<file path="src/rtl/nes_fb_write_arbiter_pkg.sv">
// ============================================================================
// Module  : nes_fb_write_arbiter_pkg
// Brief   : Shared sizes and types for the NES frame buffer write arbiter.
// Revision: 1.0 - initial release
// ============================================================================
`default_nettype none

package nes_fb_write_arbiter_pkg;

    localparam int FB_W       = 256;
    localparam int FB_H       = 240;
    localparam int ABITS      = 16;
    localparam int CBITS      = 6;
    localparam int COORD_BITS = ABITS / 2;

    typedef logic [ABITS-1:0] fb_addr_t;
    typedef logic [CBITS-1:0] nes_color_t;

    typedef enum logic [1:0] {
        GNT_NONE = 2'd0,
        GNT_PPU  = 2'd1,
        GNT_OSD  = 2'd2,
        GNT_CLR  = 2'd3
    } fb_grant_t;

    typedef enum logic {
        CLR_IDLE = 1'b0,
        CLR_RUN  = 1'b1
    } clr_state_t;

endpackage

`default_nettype wire

</file>
<file path="src/rtl/nes_fb_write_arbiter_clear_seq.sv">
// ============================================================================
// Module  : fb_clear_seq
// Brief   : Row-major full-buffer fill sequencer; advances one pixel per grant.
// Revision: 1.0 - initial release
// ============================================================================
`default_nettype none

module fb_clear_seq
    import nes_fb_write_arbiter_pkg::*;
(
    input  logic       clk,
    input  logic       resetn,
    input  logic       start,
    input  nes_color_t color,
    input  logic       grant,
    output logic       req,
    output fb_addr_t   addr,
    output nes_color_t data,
    output logic       busy
);

    localparam logic [COORD_BITS-1:0] LAST_COL = COORD_BITS'(FB_W - 1);
    localparam logic [COORD_BITS-1:0] LAST_ROW = COORD_BITS'(FB_H - 1);

    clr_state_t            r_state;
    clr_state_t            w_state_nxt;
    logic [COORD_BITS-1:0] r_row;
    logic [COORD_BITS-1:0] r_col;
    logic [COORD_BITS-1:0] w_row_nxt;
    logic [COORD_BITS-1:0] w_col_nxt;
    nes_color_t            r_color;
    nes_color_t            w_color_nxt;

    always_ff @(posedge clk) begin
        if (!resetn) begin
            r_state <= CLR_IDLE;
            r_row   <= '0;
            r_col   <= '0;
            r_color <= '0;
        end else begin
            r_state <= w_state_nxt;
            r_row   <= w_row_nxt;
            r_col   <= w_col_nxt;
            r_color <= w_color_nxt;
        end
    end

    always_comb begin
        w_state_nxt = r_state;
        w_row_nxt   = r_row;
        w_col_nxt   = r_col;
        w_color_nxt = r_color;
        // A start pulse restarts from the origin even mid-fill.
        if (start) begin
            w_state_nxt = CLR_RUN;
            w_row_nxt   = '0;
            w_col_nxt   = '0;
            w_color_nxt = color;
        end else begin
            case (r_state)
                CLR_RUN: begin
                    if (grant) begin
                        if (r_col == LAST_COL) begin
                            w_col_nxt = '0;
                            if (r_row == LAST_ROW) begin
                                w_row_nxt   = '0;
                                w_state_nxt = CLR_IDLE;
                            end else begin
                                w_row_nxt = r_row + COORD_BITS'(1);
                            end
                        end else begin
                            w_col_nxt = r_col + COORD_BITS'(1);
                        end
                    end
                end
                default: w_state_nxt = r_state;
            endcase
        end
    end

    assign req  = (r_state == CLR_RUN);
    assign busy = (r_state == CLR_RUN);
    assign addr = {r_row, r_col};
    assign data = r_color;

endmodule

`default_nettype wire

</file>
<file path="src/rtl/nes_fb_write_arbiter.sv">
// ============================================================================
// Module  : nes_fb_write_arbiter
// Brief   : Shares the frame buffer write port between PPU, OSD and clear.
// Revision: 1.0 - initial release
// ============================================================================
`default_nettype none

module nes_fb_write_arbiter
    import nes_fb_write_arbiter_pkg::*;
(
    input  logic             clk,
    input  logic             resetn,
    input  logic [CBITS-1:0] color,
    input  logic [8:0]       cycle,
    input  logic [8:0]       scanline,
    input  logic             osd_req,
    input  logic [ABITS-1:0] osd_addr,
    input  logic [CBITS-1:0] osd_wdata,
    output logic             osd_ack,
    input  logic             clr_start,
    input  logic [CBITS-1:0] clr_color,
    output logic             clr_busy,
    output logic             fb_we,
    output logic [ABITS-1:0] fb_addr,
    output logic [CBITS-1:0] fb_wdata
);

    logic [8:0] r_cycle;
    logic [8:0] r_scanline;
    logic       w_pix_vld;
    logic       w_clr_req;
    logic       w_clr_pend;
    fb_addr_t   w_clr_addr;
    nes_color_t w_clr_data;
    fb_grant_t  w_grant;
    logic       w_contested;
    logic       r_rr_osd;

    // Loaded during reset too, so a steady dot position after release is not a new pixel.
    always_ff @(posedge clk) begin
        r_cycle    <= cycle;
        r_scanline <= scanline;
    end

    assign w_pix_vld = ((r_scanline != scanline) || (r_cycle != cycle))
                       && (scanline < 9'(FB_H)) && !cycle[8];

    fb_clear_seq u_clear_seq (
        .clk    (clk),
        .resetn (resetn),
        .start  (clr_start),
        .color  (clr_color),
        .grant  (w_grant == GNT_CLR),
        .req    (w_clr_req),
        .addr   (w_clr_addr),
        .data   (w_clr_data),
        .busy   (clr_busy)
    );

    // A restarting clear issues nothing in the restart cycle.
    assign w_clr_pend  = w_clr_req && !clr_start;
    assign w_contested = !w_pix_vld && osd_req && w_clr_pend;

    always_comb begin
        w_grant = GNT_NONE;
        if (w_pix_vld) begin
            w_grant = GNT_PPU;
        end else if (w_contested) begin
            w_grant = r_rr_osd ? GNT_OSD : GNT_CLR;
        end else if (osd_req) begin
            w_grant = GNT_OSD;
        end else if (w_clr_pend) begin
            w_grant = GNT_CLR;
        end
    end

    always_ff @(posedge clk) begin
        if (!resetn) begin
            fb_we    <= 1'b0;
            fb_addr  <= '0;
            fb_wdata <= '0;
            osd_ack  <= 1'b0;
            r_rr_osd <= 1'b1;
        end else begin
            fb_we   <= (w_grant != GNT_NONE);
            osd_ack <= (w_grant == GNT_OSD);
            if (w_contested) begin
                r_rr_osd <= (w_grant == GNT_CLR);
            end
            case (w_grant)
                GNT_PPU: begin
                    fb_addr  <= {scanline[7:0], cycle[7:0]};
                    fb_wdata <= color;
                end
                GNT_OSD: begin
                    fb_addr  <= osd_addr;
                    fb_wdata <= osd_wdata;
                end
                GNT_CLR: begin
                    fb_addr  <= w_clr_addr;
                    fb_wdata <= w_clr_data;
                end
                default: begin
                    fb_addr  <= fb_addr;
                    fb_wdata <= fb_wdata;
                end
            endcase
        end
    end

endmodule

`default_nettype wire

</file>
<file path="config.mk">
export PLATFORM = sky130hd
export DESIGN_NAME = nes_fb_write_arbiter
export DESIGN_NICKNAME = d
export VERILOG_FILES = /design/src/rtl/nes_fb_write_arbiter_pkg.sv /design/src/rtl/nes_fb_write_arbiter_clear_seq.sv /design/src/rtl/nes_fb_write_arbiter.sv
export SDC_FILE = /design/constraint.sdc
export NUM_CORES = 1
export LEC_CHECK = 0
export CELL_PAD_IN_SITES_DETAIL_PLACEMENT = 0
export CELL_PAD_IN_SITES_GLOBAL_PLACEMENT = 1
export CORE_MARGIN = 3
export CORE_UTILIZATION = 49
export CTS_CLUSTER_DIAMETER = 50
export CTS_CLUSTER_SIZE = 12
export DETAILED_ROUTE_END_ITERATION = 8
export DONT_BUFFER_PORTS = 1
export GPL_TIMING_DRIVEN = 0
export HOLD_SLACK_MARGIN = 0.1
export PLACE_DENSITY_LB_ADDON = 0.1
export SKIP_CTS_REPAIR_TIMING = 1
export SKIP_LAST_GASP = 1
export SYNTH_ARGS = -nofsm -noshare
export SYNTH_HDL_FRONTEND = slang
export SYNTH_SLANG_ARGS = --single-unit
</file>
<file path="constraint.sdc">
create_clock -name clk -period 3.7 [get_ports clk]
set_clock_uncertainty 0.15 [all_clocks]
set_input_delay 0.37 -clock clk [delete_from_list [all_inputs] [get_ports clk]]
set_output_delay 0.37 -clock clk [all_outputs]
set_load 0.05 [all_outputs]
</file>
==> results.md <==
- CP Capture Type: register
- Slew margin rel.: 0.584
- Wire per inst: 18.2 um
- Via density: 5.83
- Clock tree buffer depth: 2
- Clock transition at path regs: 0.07 ns
- Global-route wire length before repair: 13.1 mm
- Total track usage: 0.231
- Final-stage net count: 468
- Synth Instances: 369
- Starting Density: 0.515
- Yosys top cell area share: 0.425
- Total clock buffers created by CTS: 9
- Die Y: 85.6 um
- Ys async rst share: 0
- Hold crit path type: input port to register
- # DRC: 0
- FMAX: 0.338 GHz
- Total congestion overflow: 0
- Post-layout min period: 2.96 ns
- Num ports: 81
- Initial DRT Pass Iterations: 4
- Worst setup SP type: register
- Synth area leader: dfxtp_1
- Fin. Hold Viols: 0
- Width of the die: 85.6 um
- Number of flops mapped to enable cells by yosys: 0
- Vias: 2859
- Initial antenna violation count: 0
- Most common cell after layout, fill and taps aside: nand2_1
- Syn_area_per_cell: 8.42 um2
- RSZ-0062 raised after global routing: false
- Total routed wirelength: 8.94 mm
- Worst-Skew Late Latency: 0.34 ns
- Clock Tree Root: clkbuf_8
- Initial DRC Count: 182
- Dominant cells by area after synthesis: dfxtp_1 (43%), nand2_1 (9.5%), a311o_1 (7.1%)
- DP HPWL: 6.10 mm
- Largest net degree at the start of global routing: 12
- Layout area overhead: 20.8%
- Setup Crit Path Kind: register to register
- Std cell rows: 28
- Total power: 1.80 mW
- Pwr/cell area: 479 nW/um2
- Final Slew Violations: 0
- Number of setup violations in the final report: 0
- Status: finished, final reports clean
- #FFs+latches synth: 66
- # diodes: 0
- Layout cells sized above 1: 0.0819
- Gpl congestion: 0.869
- Req. time, crit path: 3.78 ns
- Commonest cells after routing, fill and taps aside: nand2_1 (79), dfxtp_1 (66), nor2_1 (34)
- CTS tree: yes
- Max IR drop VDD: 0.335 mV
- Clock sinks: 66
- Synth unique cells: 43
- Number of global-route vias before repair: 2672
- Post-Syn Nets: 427
- Htree depth: 3
- Post-route ant nets: 0
- Arr. time, crit path: 3.04 ns
- Tcrit/Tclk final: 0.801
- Worst Path Max Fanout: 10
- Setup TNS: 0 ns
- Syn. warnings: 0
- Core Area: 6030 um2
- Ys flop type: dfxtp_1
- Max Cap Viol: 0
- Sequential area share after synthesis: 0.425
- Mapped Area: 3110 um2
- Die area: 7330 um2
- Port bufs: 0
- Pleak: 1.39 nW
- Worst Tran Pin Value: 0.624 ns
-- final timing paths --
| kind | from | cells after the start | slack [ns] | to |
|---|---|---|---|---|
| worst max-delay path | u_clear_seq.busy | 7 | 0.74 | fb_wdata[1] |
| worst min-delay path | clr_color[2] | 2 | 0.09 | u_clear_seq.data[2] |
| worst max register to register | u_clear_seq.busy | 7 | 0.74 | fb_wdata[1] |
| worst min register to register | r_rr_osd | 2 | 0.37 | r_rr_osd |
-- cell usage after synthesis (3+ instances only) --
| library cell | number |
|---|---|
| o31ai_1 | 6 |
| nand3_1 | 8 |
| buf_2 | 9 |
| a31o_2 | 3 |
| a21boi_1 | 16 |
| nand2_1 | 79 |
| nand4b_1 | 3 |
| a21boi_0 | 7 |
| a311o_1 | 22 |
| nor2_1 | 34 |
| clkbuf_1 | 15 |
| or3_1 | 3 |
| a21oi_1 | 16 |
| or4_1 | 3 |
| mux2i_1 | 8 |
| o21ai_0 | 5 |
| nor3_1 | 5 |
| dfxtp_1 | 66 |
| nor3_2 | 3 |
| nand4_1 | 6 |
| xnor2_1 | 16 |
| nor2b_1 | 8 |
-- final cells by class --
| cell class | count | area [um2] |
|---|---|---|
| Inverter | 1 | 3.75 |
| Buffer | 27 | 120 |
| Clock buffer | 12 | 155 |
| Fill cell | 550 | 2270 |
| Timing Repair Buffer | 30 | 300 |
| Tap cell | 75 | 93.8 |
| Clock inverter | 4 | 97.6 |
| Sequential cell | 66 | 1320 |
| Multi-Input combinational cell | 275 | 1660 |
-- cells by family after synthesis --
group	synth area share
AND/OR/NAND/NOR	0.237
AO/OA/AOI/OAI	0.213
flip-flops	0.425
buffers and inverters	0.0399
XOR/XNOR	0.0508
multiplexers	0.0258
adder cells (fa/ha/maj)	0.00806
-- sequential cells by signal, summed over array words and instances, names as in the netlist, 6 cells and up --
signal             count
u_clear_seq.data       6
fb_addr               16
fb_wdata               6
u_clear_seq.r_row      8
u_clear_seq.r_col      8
r_scanline             9
r_cycle                9
-- per-stage QoR --
step / util / setup slack [ns] / area, um2 / instances / hold WS [ns]
6_report: 0.623 / 0.738 / 3750 / 490 / 0.0884
3_3_place_gp: 0.531 / 1.17 / 3200 / 444 / 0.248
5_1_grt: 0.623 / 0.534 / 3750 / 490 / 0.111
2_1_floorplan: - / 1.52 / 3110 / 369 / 0.248
4_1_cts: 0.573 / 1.09 / 3450 / 460 / -0.114
3_5_place_dp: 0.531 / 1.12 / 3200 / 444 / 0.248
-- where the power goes --
part	internal [mW]	leakage [nW]	switching (mW)
Combinational	0.0916	0.716	0.0926
Clock	0.485	0.123	0.275
Sequential	0.749	0.546	0.103
Total	1.33	1.39	0.471
-- critical path, stage by stage, from the launching register on --
cell	delay [ns]
dfxtp_1	0.64
nor2b_1	0.29
or2_2	0.14
buf_2	0.23
buf_1	0.52
a311o_1	0.25
a21boi_0	0.07
dlygate4sd3_1	0.55
-- routing by layer --
metal,wire length [um],up-vias,track usage
met4,89,0,0.0734
met5,0,-,0
met3,592,8,0.0807
met1,3970,1382,0.294
met2,4290,80,0.367
li1,-,1389,-
Note: power is estimated with default switching activity, not from simulation.
